<file path="src/rtl/dport_req_buffer_if.sv">
// Bundles for the data-port request buffer. The core side carries requests in and
// responses out; the memory side carries the FIFO head out and slave responses in.
interface dport_core_if;
  logic [31:0] req_addr;
  logic [31:0] req_data_wr;
  logic        req_rd;
  logic [3:0]  req_wr;
  logic [10:0] req_tag;
  logic [2:0]  req_cmo;
  logic        req_accept;
  logic [31:0] resp_data;
  logic        resp_ack;
  logic        resp_error;
  logic [10:0] resp_tag;

  modport master (
    output req_addr, req_data_wr, req_rd, req_wr, req_tag, req_cmo,
    input  req_accept, resp_data, resp_ack, resp_error, resp_tag
  );

  modport slave (
    input  req_addr, req_data_wr, req_rd, req_wr, req_tag, req_cmo,
    output req_accept, resp_data, resp_ack, resp_error, resp_tag
  );
endinterface

interface dport_mem_if;
  logic [31:0] mem_addr;
  logic [31:0] mem_data_wr;
  logic        mem_rd;
  logic [3:0]  mem_wr;
  logic [10:0] mem_tag;
  logic [2:0]  mem_cmo;
  logic        mem_accept;
  logic [31:0] mem_data_rd;
  logic        mem_ack;
  logic        mem_error;
  logic [10:0] mem_resp_tag;

  modport master (
    output mem_addr, mem_data_wr, mem_rd, mem_wr, mem_tag, mem_cmo,
    input  mem_accept, mem_data_rd, mem_ack, mem_error, mem_resp_tag
  );

  modport slave (
    input  mem_addr, mem_data_wr, mem_rd, mem_wr, mem_tag, mem_cmo,
    output mem_accept, mem_data_rd, mem_ack, mem_error, mem_resp_tag
  );
endinterface

</file>
<file path="src/rtl/dport_req_buffer.sv">
// Request FIFO between the core data port and a data-side slave: caps outstanding
// requests, drains them before maintenance ops, and registers responses back.
module dport_req_buffer #(
  parameter int DEPTH   = 2,
  parameter int MAX_OUT = 4
) (
  input  logic         clk_i,
  input  logic         rst_ni,
  dport_core_if.slave  core,
  dport_mem_if.master  mem
);

  localparam int AW = (DEPTH > 1) ? $clog2(DEPTH) : 1;
  localparam int CW = $clog2(MAX_OUT + 1);

  typedef struct packed {
    logic [31:0] addr;
    logic [31:0] data;
    logic        rd;
    logic [3:0]  wr;
    logic [10:0] tag;
    logic [2:0]  cmo;
  } req_t;

  req_t          fifo [DEPTH];
  req_t          head;
  logic [AW:0]   wr_ptr;
  logic [AW:0]   rd_ptr;
  logic [CW-1:0] count;
  logic          empty;
  logic          full;
  logic          req_active;
  logic          push;
  logic          issue_ok;
  logic          pop;
  logic          ack_valid;

  // Pointers carry an extra wrap bit so equal low bits can mean empty or full.
  assign empty      = (wr_ptr == rd_ptr);
  assign full       = (wr_ptr[AW] != rd_ptr[AW]) && (wr_ptr[AW-1:0] == rd_ptr[AW-1:0]);
  assign head       = fifo[rd_ptr[AW-1:0]];
  assign req_active = core.req_rd || (|core.req_wr) || (|core.req_cmo);
  assign push       = req_active && !full;

  assign core.req_accept = !full;

  // Maintenance ops wait until every earlier request has been acknowledged.
  assign issue_ok  = !empty && (count < CW'(MAX_OUT)) && ((head.cmo == 3'b000) || (count == '0));
  assign pop       = issue_ok && mem.mem_accept;
  assign ack_valid = mem.mem_ack && ((count != '0) || pop);

  assign mem.mem_addr    = head.addr;
  assign mem.mem_data_wr = head.data;
  assign mem.mem_tag     = head.tag;
  assign mem.mem_rd      = issue_ok && head.rd;
  assign mem.mem_wr      = issue_ok ? head.wr  : 4'b0000;
  assign mem.mem_cmo     = issue_ok ? head.cmo : 3'b000;

  always_ff @(posedge clk_i or negedge rst_ni) begin
    if (!rst_ni) begin
      for (int i = 0; i < DEPTH; i++) begin
        fifo[i] <= '0;
      end
    end else if (push) begin
      fifo[wr_ptr[AW-1:0]] <= '{addr: core.req_addr, data: core.req_data_wr, rd: core.req_rd,
                                 wr: core.req_wr, tag: core.req_tag, cmo: core.req_cmo};
    end
  end

  always_ff @(posedge clk_i or negedge rst_ni) begin
    if (!rst_ni) begin
      wr_ptr <= '0;
      rd_ptr <= '0;
    end else begin
      if (push) begin
        wr_ptr <= wr_ptr + 1'b1;
      end
      if (pop) begin
        rd_ptr <= rd_ptr + 1'b1;
      end
    end
  end

  // Acks arriving with nothing outstanding (e.g. for requests issued before reset) are dropped.
  always_ff @(posedge clk_i or negedge rst_ni) begin
    if (!rst_ni) begin
      count <= '0;
    end else begin
      case ({pop, ack_valid})
        2'b10:   count <= count + 1'b1;
        2'b01:   count <= count - 1'b1;
        default: count <= count;
      endcase
    end
  end

  always_ff @(posedge clk_i or negedge rst_ni) begin
    if (!rst_ni) begin
      core.resp_ack   <= 1'b0;
      core.resp_error <= 1'b0;
      core.resp_tag   <= '0;
      core.resp_data  <= '0;
    end else begin
      core.resp_ack   <= ack_valid;
      core.resp_error <= mem.mem_error;
      core.resp_tag   <= mem.mem_resp_tag;
      if (ack_valid) begin
        core.resp_data <= mem.mem_data_rd;
      end
    end
  end

endmodule

</file>
<file path="src/flat_wrapper.sv">
// flat-port wrapper written by rule: the top's interface ports become plain ports
module dport_req_buffer_flat 
#(
  parameter int DEPTH   = 2,
  parameter int MAX_OUT = 4
)
  (clk_i, rst_ni, core_req_addr, core_req_data_wr, core_req_rd, core_req_wr, core_req_tag, core_req_cmo, core_req_accept, core_resp_data, core_resp_ack, core_resp_error, core_resp_tag, mem_mem_addr, mem_mem_data_wr, mem_mem_rd, mem_mem_wr, mem_mem_tag, mem_mem_cmo, mem_mem_accept, mem_mem_data_rd, mem_mem_ack, mem_mem_error, mem_mem_resp_tag);
  dport_core_if core_i ();
  dport_mem_if mem_i ();
  input  logic clk_i;
  input  logic rst_ni;
  input wire logic [$bits(core_i.req_addr)-1:0] core_req_addr;
  input wire logic [$bits(core_i.req_data_wr)-1:0] core_req_data_wr;
  input wire logic [$bits(core_i.req_rd)-1:0] core_req_rd;
  input wire logic [$bits(core_i.req_wr)-1:0] core_req_wr;
  input wire logic [$bits(core_i.req_tag)-1:0] core_req_tag;
  input wire logic [$bits(core_i.req_cmo)-1:0] core_req_cmo;
  output wire logic [$bits(core_i.req_accept)-1:0] core_req_accept;
  output wire logic [$bits(core_i.resp_data)-1:0] core_resp_data;
  output wire logic [$bits(core_i.resp_ack)-1:0] core_resp_ack;
  output wire logic [$bits(core_i.resp_error)-1:0] core_resp_error;
  output wire logic [$bits(core_i.resp_tag)-1:0] core_resp_tag;
  output wire logic [$bits(mem_i.mem_addr)-1:0] mem_mem_addr;
  output wire logic [$bits(mem_i.mem_data_wr)-1:0] mem_mem_data_wr;
  output wire logic [$bits(mem_i.mem_rd)-1:0] mem_mem_rd;
  output wire logic [$bits(mem_i.mem_wr)-1:0] mem_mem_wr;
  output wire logic [$bits(mem_i.mem_tag)-1:0] mem_mem_tag;
  output wire logic [$bits(mem_i.mem_cmo)-1:0] mem_mem_cmo;
  input wire logic [$bits(mem_i.mem_accept)-1:0] mem_mem_accept;
  input wire logic [$bits(mem_i.mem_data_rd)-1:0] mem_mem_data_rd;
  input wire logic [$bits(mem_i.mem_ack)-1:0] mem_mem_ack;
  input wire logic [$bits(mem_i.mem_error)-1:0] mem_mem_error;
  input wire logic [$bits(mem_i.mem_resp_tag)-1:0] mem_mem_resp_tag;
  assign core_i.req_addr = core_req_addr;
  assign core_i.req_data_wr = core_req_data_wr;
  assign core_i.req_rd = core_req_rd;
  assign core_i.req_wr = core_req_wr;
  assign core_i.req_tag = core_req_tag;
  assign core_i.req_cmo = core_req_cmo;
  assign core_req_accept = core_i.req_accept;
  assign core_resp_data = core_i.resp_data;
  assign core_resp_ack = core_i.resp_ack;
  assign core_resp_error = core_i.resp_error;
  assign core_resp_tag = core_i.resp_tag;
  assign mem_mem_addr = mem_i.mem_addr;
  assign mem_mem_data_wr = mem_i.mem_data_wr;
  assign mem_mem_rd = mem_i.mem_rd;
  assign mem_mem_wr = mem_i.mem_wr;
  assign mem_mem_tag = mem_i.mem_tag;
  assign mem_mem_cmo = mem_i.mem_cmo;
  assign mem_i.mem_accept = mem_mem_accept;
  assign mem_i.mem_data_rd = mem_mem_data_rd;
  assign mem_i.mem_ack = mem_mem_ack;
  assign mem_i.mem_error = mem_mem_error;
  assign mem_i.mem_resp_tag = mem_mem_resp_tag;
  dport_req_buffer #(.DEPTH(DEPTH), .MAX_OUT(MAX_OUT)) u_core (.clk_i(clk_i), .rst_ni(rst_ni), .core(core_i), .mem(mem_i));
endmodule
</file>
<file path="config.mk">
export PLATFORM = sky130hd
export DESIGN_NAME = dport_req_buffer_flat
export DESIGN_NICKNAME = d
export VERILOG_FILES = /design/src/rtl/dport_req_buffer_if.sv /design/src/rtl/dport_req_buffer.sv /design/src/flat_wrapper.sv
export SDC_FILE = /design/constraint.sdc
export NUM_CORES = 1
export LEC_CHECK = 0
export BUFFER_PORTS_ARGS = -buffer_cell sky130_fd_sc_hd__buf_2
export CORE_UTILIZATION = 54
export CTS_BUF_LIST = sky130_fd_sc_hd__clkbuf_4 sky130_fd_sc_hd__clkbuf_8
export DETAILED_ROUTE_END_ITERATION = 6
export GPL_TIMING_DRIVEN = 0
export MAX_ROUTING_LAYER = met4
export PLACE_DENSITY = 0.82
export SLEW_MARGIN = 20
export SYNTH_ARGS = -nofsm -noshare
export SYNTH_HDL_FRONTEND = slang
export SYNTH_SLANG_ARGS = --single-unit
</file>
<file path="constraint.sdc">
create_clock -name clk_i -period 2.9 [get_ports clk_i]
set_input_delay 0.29 -clock clk_i [delete_from_list [all_inputs] [get_ports clk_i]]
set_output_delay 0.29 -clock clk_i [all_outputs]
set_load 0.1 [all_outputs]
</file>
# --- Word-level counts from Yosys, hierarchy flattened ---
# Cells that the tools add are included.
totals:
  input_bits: 131
  reg_bits: 218
  word_cells: 63
  out_inout_bits: 129
classes:
  n_lt_le_gt_ge: 4
  bitwise_logic: 2
  reduce_logical: 20
  n_eq_ne: 5
  add_sub_neg: 4
  muxes: 9
ops:
  columns: ["op", "count"]
  rows:
  - ["$mux W83", 4]
  - ["$bwmux W166", 1]
  - ["$demux W83 S1", 1]
  - ["$logic_and A1 B1 Y1", 8]
  - ["$logic_not A3 Y1", 2]
  - ["$pmux W3 S2", 1]
  - ["$add A2 B1 Y2 const B", 2]
  - ["$ge A2 B2 Y1 const B", 2]
  - ["$logic_or A1 B1 Y1", 4]
  - ["$mux W4", 1]
  - ["$not A1 Y2", 2]
  - ["$reduce_or A4 Y1", 1]
  - ["$add A3 B1 Y3 const B", 1]
  - ["$lt A3 B3 Y1 const B", 1]
  - ["$mux W3", 1]
  - ["$reduce_bool A3 Y1", 1]
  - ["$reduce_or A3 Y1", 1]
  - ["$sub A3 B1 Y3 const B", 1]
  - ["$eq A2 B1 Y1 const B", 1]
  - ["$eq A2 B2 Y1", 1]
  - ["$eq A2 B2 Y1 const B", 1]
  - ["$logic_not A1 Y1", 2]
  - ["$lt A2 B1 Y1 const B", 1]
  - ["$reduce_bool A2 Y1", 1]
  - ["other kinds (2)", 2]

# --- Logic depth before layout (Yosys ltp) ---
depth:
  ltp_word: 12
  ltp_mapped: 12
  ltp_nobuf: 10

# --- Worst setup path after synthesis ---
# No wires, ideal clock.
synth_path:
  kind: "reg2out"
  start: "register u_core.rd_ptr[0]"
  end: "output mem_mem_wr[2]"
  n_path_buf: 3
  required_time_ns: 2.610
  arrival_time_ns: 2.439
  stages_incl_launch_ff: 6
  setup_slack_ns: 0.171
  path_cell_list: "dfrtp_1 -> buf_2 -> clkbuf_1 -> buf_2 -> mux2i_1 -> nor2_1"
synth_via:
  elab_chain_len: 8
  elab_cells_between_ends: 11
  classes_between: "1 x eq/ne; 4 x mux; 1 x bitwise; 5 x reduce/logical"
synth_lines:
  columns: ["item", "line", "source"]
  rows:
  - ["from (decl)", "dport_req_buffer.sv:28", "logic [AW:0] rd_ptr;"]
  - ["from (signal assigned)", "dport_req_buffer.sv:79", "rd_ptr <= rd_ptr + 1'b1;"]
  - ["$not A1 Y2 (implied by the code)", "dport_req_buffer.sv:41", "assign head = fifo[rd_ptr[AW-1:0]];"]
  - ["$mux W83 (implied by the code) (3 in series)", "dport_req_buffer.sv:41", null]
  - ["$logic_not A3 Y1", "dport_req_buffer.sv:48", "assign issue_ok = !empty && (count < CW'(MAX_OUT)) && ((head.cmo == 3'b000) || (count == '0));"]
  - ["$logic_or A1 B1 Y1", "dport_req_buffer.sv:48", null]
  - ["$logic_and A1 B1 Y1", "dport_req_buffer.sv:48", null]
  - ["$mux W4 *", "dport_req_buffer.sv:56", "assign mem.mem_wr = issue_ok ? head.wr : 4'b0000;"]
  - ["to (decl)", "flat_wrapper.sv:26", "output wire logic [$bits(mem_i.mem_wr)-1:0] mem_mem_wr;"]
# Mark *: on every way between the ends. The rest lies on a longest branch, timed or not. The select of a mux whose other input is x is not followed.

# --- Worst setup path in the final report ---
layout_path:
  start: "register u_core.rd_ptr[0]"
  end: "output mem_mem_rd"
layout_via:
  elab_chain_len: 8
  elab_cells_between_ends: 11
  classes_between: "1 x eq/ne; 3 x mux; 1 x bitwise; 6 x reduce/logical"
layout_lines:
  columns: ["item", "line", "source"]
  rows:
  - ["$not A1 Y2 (implied by the code)", "dport_req_buffer.sv:41", null]
  - ["$mux W83 (implied by the code) (3 in series)", "dport_req_buffer.sv:41", null]
  - ["$logic_not A3 Y1", "dport_req_buffer.sv:48", null]
  - ["$logic_or A1 B1 Y1", "dport_req_buffer.sv:48", null]
  - ["$logic_and A1 B1 Y1", "dport_req_buffer.sv:48", null]
  - ["$logic_and A1 B1 Y1 *", "dport_req_buffer.sv:55", "assign mem.mem_rd = issue_ok && head.rd;"]
  - ["to (decl)", "flat_wrapper.sv:25", "output wire logic [$bits(mem_i.mem_rd)-1:0] mem_mem_rd;"]
# Marks and branches as above.

==> metrics.txt <==
DIE WIDTH roughly 130 um; Area growth syn-to-layout 33.7%; top-count cell post-synth dfrtp_1; Req. time, crit path 2.61 ns; Detailed Routing Iterations Pass 1 4; total track usage 0.264; crit path cell chain buf_2 -> clkbuf_2 -> buf_2 -> mux2i_1 -> nor2_1 -> buf_2; worst reg2reg setup slack approximately 0.32 ns; CP startpoint kind flop; Hold Startpoint mem_mem_data_rd[27]; Synth area leaders dfrtp_1, mux2_2, mux2_1; YS warnings 0; CP Capture Type output port; Crit-path slowest cell buf_2; Post-synth top flop dfrtp_1; measured slew at the worst slew-check pin 0.676 ns; total wire length 21700 um; vias after detailed routing 6133; initial antenna violation count 1; run status finished clean; vias in the first global route 7082; Yosys reg bits around 220; syn avg cell area around 16 sq um; worst path buffer plus inverter count 4; Via-to-Cell Ratio 5.17; dpl cells between 1k and 1.5k; max-cap viol count 0; Post-Syn Area between 9000 and 10000 sq um; Final nets 1077; die height 132 um; Iter 0 DRT Violations 151; syn nets 707; Worst R2R Path Depth 12; critical setup path kind reg -> out; final antenna-violating net count 0; routability cong. 0.808; Cell variety after synth 28; CP Launch Point u_core.rd_ptr[0]$_DFFE_PN0P_; Non-Filler Instances roughly 1.2k; Clock Skew about 0.0093 ns; Hold Crit Class in -> reg; worst slack, placed roughly 0.18 ns; total CTS buffers 35; initial core utilization 0.553; Async SR Flop Fraction 1.00; Peak Freq about 360 MHz; DRC viols 0; H-tree depth 2; CP max FO 10; global-route wire length before repair 35300 um; RR Startpoint u_core.rd_ptr[0]$_DFFE_PN0P_; # rows 47; Slew Limit Fails 0; leading area contributor after synthesis dfrtp_1; EDFF count, synth 0; Synth top area share 0.595; clk root buf clkbuf_8; Mapped Cells 574; worst rel slew slack 0.550; final worst setup slack between 0.1 and 0.15 ns; RR Endpoint u_core.count[2]$_DFFE_PN0P_; boundary pin count 260; cell count along the critical path 6; Final Hold Fails 0; Clock Sinks around 220; Core Area ~17000 sq um; crit path time final 2.79 ns; clock slew at reported path FFs about 0.060 ns; Crit path largest cell delay roughly 0.45 ns; family with the most delay on the worst path buffers and inverters; final setup violation count 0; largest net degree at the start of global routing 108; # port buffers 259; drt wl/cell 18.3 um; critical path's most frequent cell buf_2; synth cell count leaders dfrtp_1, mux2_2, mux2_1, buf_6; post-synthesis sequential area ratio 0.595; CP Capture Point mem_mem_rd; clk_lat worst skew 0.51 ns; Area after DPL 10800 sq um; share of layout cells above drive strength 1 0.562; DP HPWL 14400 um; Final Cell Area 12300 sq um; CTS max path bufs 3; period utilisation layout 0.962; TritonCTS clock tree done; die area 17500 sq um; GR Overflow Total 0; arrival time worst endpoint 2.50 ns
-- placed cells by master, fill, tap and decap left out, types with 5 or more instances in the layout --
cell           count
nor2_1             9
mux2i_1            9
clkbuf_8          44
buf_6             15
clkbuf_4          17
mux2_2           191
clkbuf_2           5
dfrtp_1          218
mux2_1            82
buf_2            261
xnor2_1            5
nand2_1            5
dlygate4sd3_1     71
-- per-layer routing --
metal	GRT usage	share of wire	wire, um
met5	-	0	0
met4	0.107	0.028	616
met3	0.0473	0.049	1060
met2	0.464	0.52	11300
met1	0.298	0.40	8750
-- logic make-up after synthesis --
| kind of cell | Yosys count | synth area share |
|---|---|---|
| buffers and inverters | 35 | 0.0285 |
| flip-flops | 218 | 0.595 |
| XOR/XNOR | 10 | 0.0104 |
| AO/OA/AOI/OAI | 4 | 0.00573 |
| multiplexers | 282 | 0.345 |
| adder cells (fa/ha/maj) | 2 | 0.00355 |
| AND/OR/NAND/NOR | 23 | 0.0121 |
-- stage by stage --
step           hold WS (ns)  TNS [ns]   util
2_1_floorplan      -0.00559         0      -
3_3_place_gp          0.398   -384.35  0.648
3_5_place_dp          0.217         0  0.652
4_1_cts            0.000418         0  0.738
5_1_grt             0.00778   -0.0336  0.739
6_report             0.0206         0  0.739
-- state kept, by name, summed over array words and instances, names as in the netlist --
signal                  count
u_core.core.resp_data      32
u_core.core.resp_error      1
u_core.fifo               166
u_core.core.resp_ack        1
u_core.core.resp_tag       11
u_core.count                3
u_core.wr_ptr               2
u_core.rd_ptr               2
-- how the worst min path moves through the flow --
stage | endpoint | depth (start not counted) | slack, ns
detailed placement | u_core.fifo[73]$_DFFE_PN0P_ | 1 | 0.22
global route | u_core.fifo[78]$_DFFE_PN0P_ | 2 | 0.008
global placement | u_core.core.resp_tag[2]$_DFF_PN0_ | 1 | 0.40
CTS | u_core.fifo[91]$_DFFE_PN0P_ | 2 | 0.0004
floorplan | u_core.core.resp_ack$_DFF_PN0_ | 0 | -0.006
finish | u_core.core.resp_data[27]$_DFFE_PN0P_ | 2 | 0.02
-- repair_timing --
| item | CTS | global route |
|---|---|---|
| hold endpoints to repair | 119 | 0 |
| gates cloned | 0 | 0 |
| resized for setup | 5 | 2 |
| setup buffers | 0 | 1 |
| hold buffers | 71 | 0 |
| pin swaps | 0 | 1 |
| endpoints found under the setup margin | 48 | 3 |
-- area by class of cell --
type,count,area [sq um]
repair buffers,333,2080
diodes,1,2.50
well taps,220,275
plain buffers,31,253
fillers,1115,4320
clock buffers,59,718
inverters,4,15.0
multi-input cells,321,3460
flip-flops and latches,218,5460
Power is left out: the tool's default activity adds up to more than one toggle a clock period on the data nets, which glitch-free logic cannot reach.
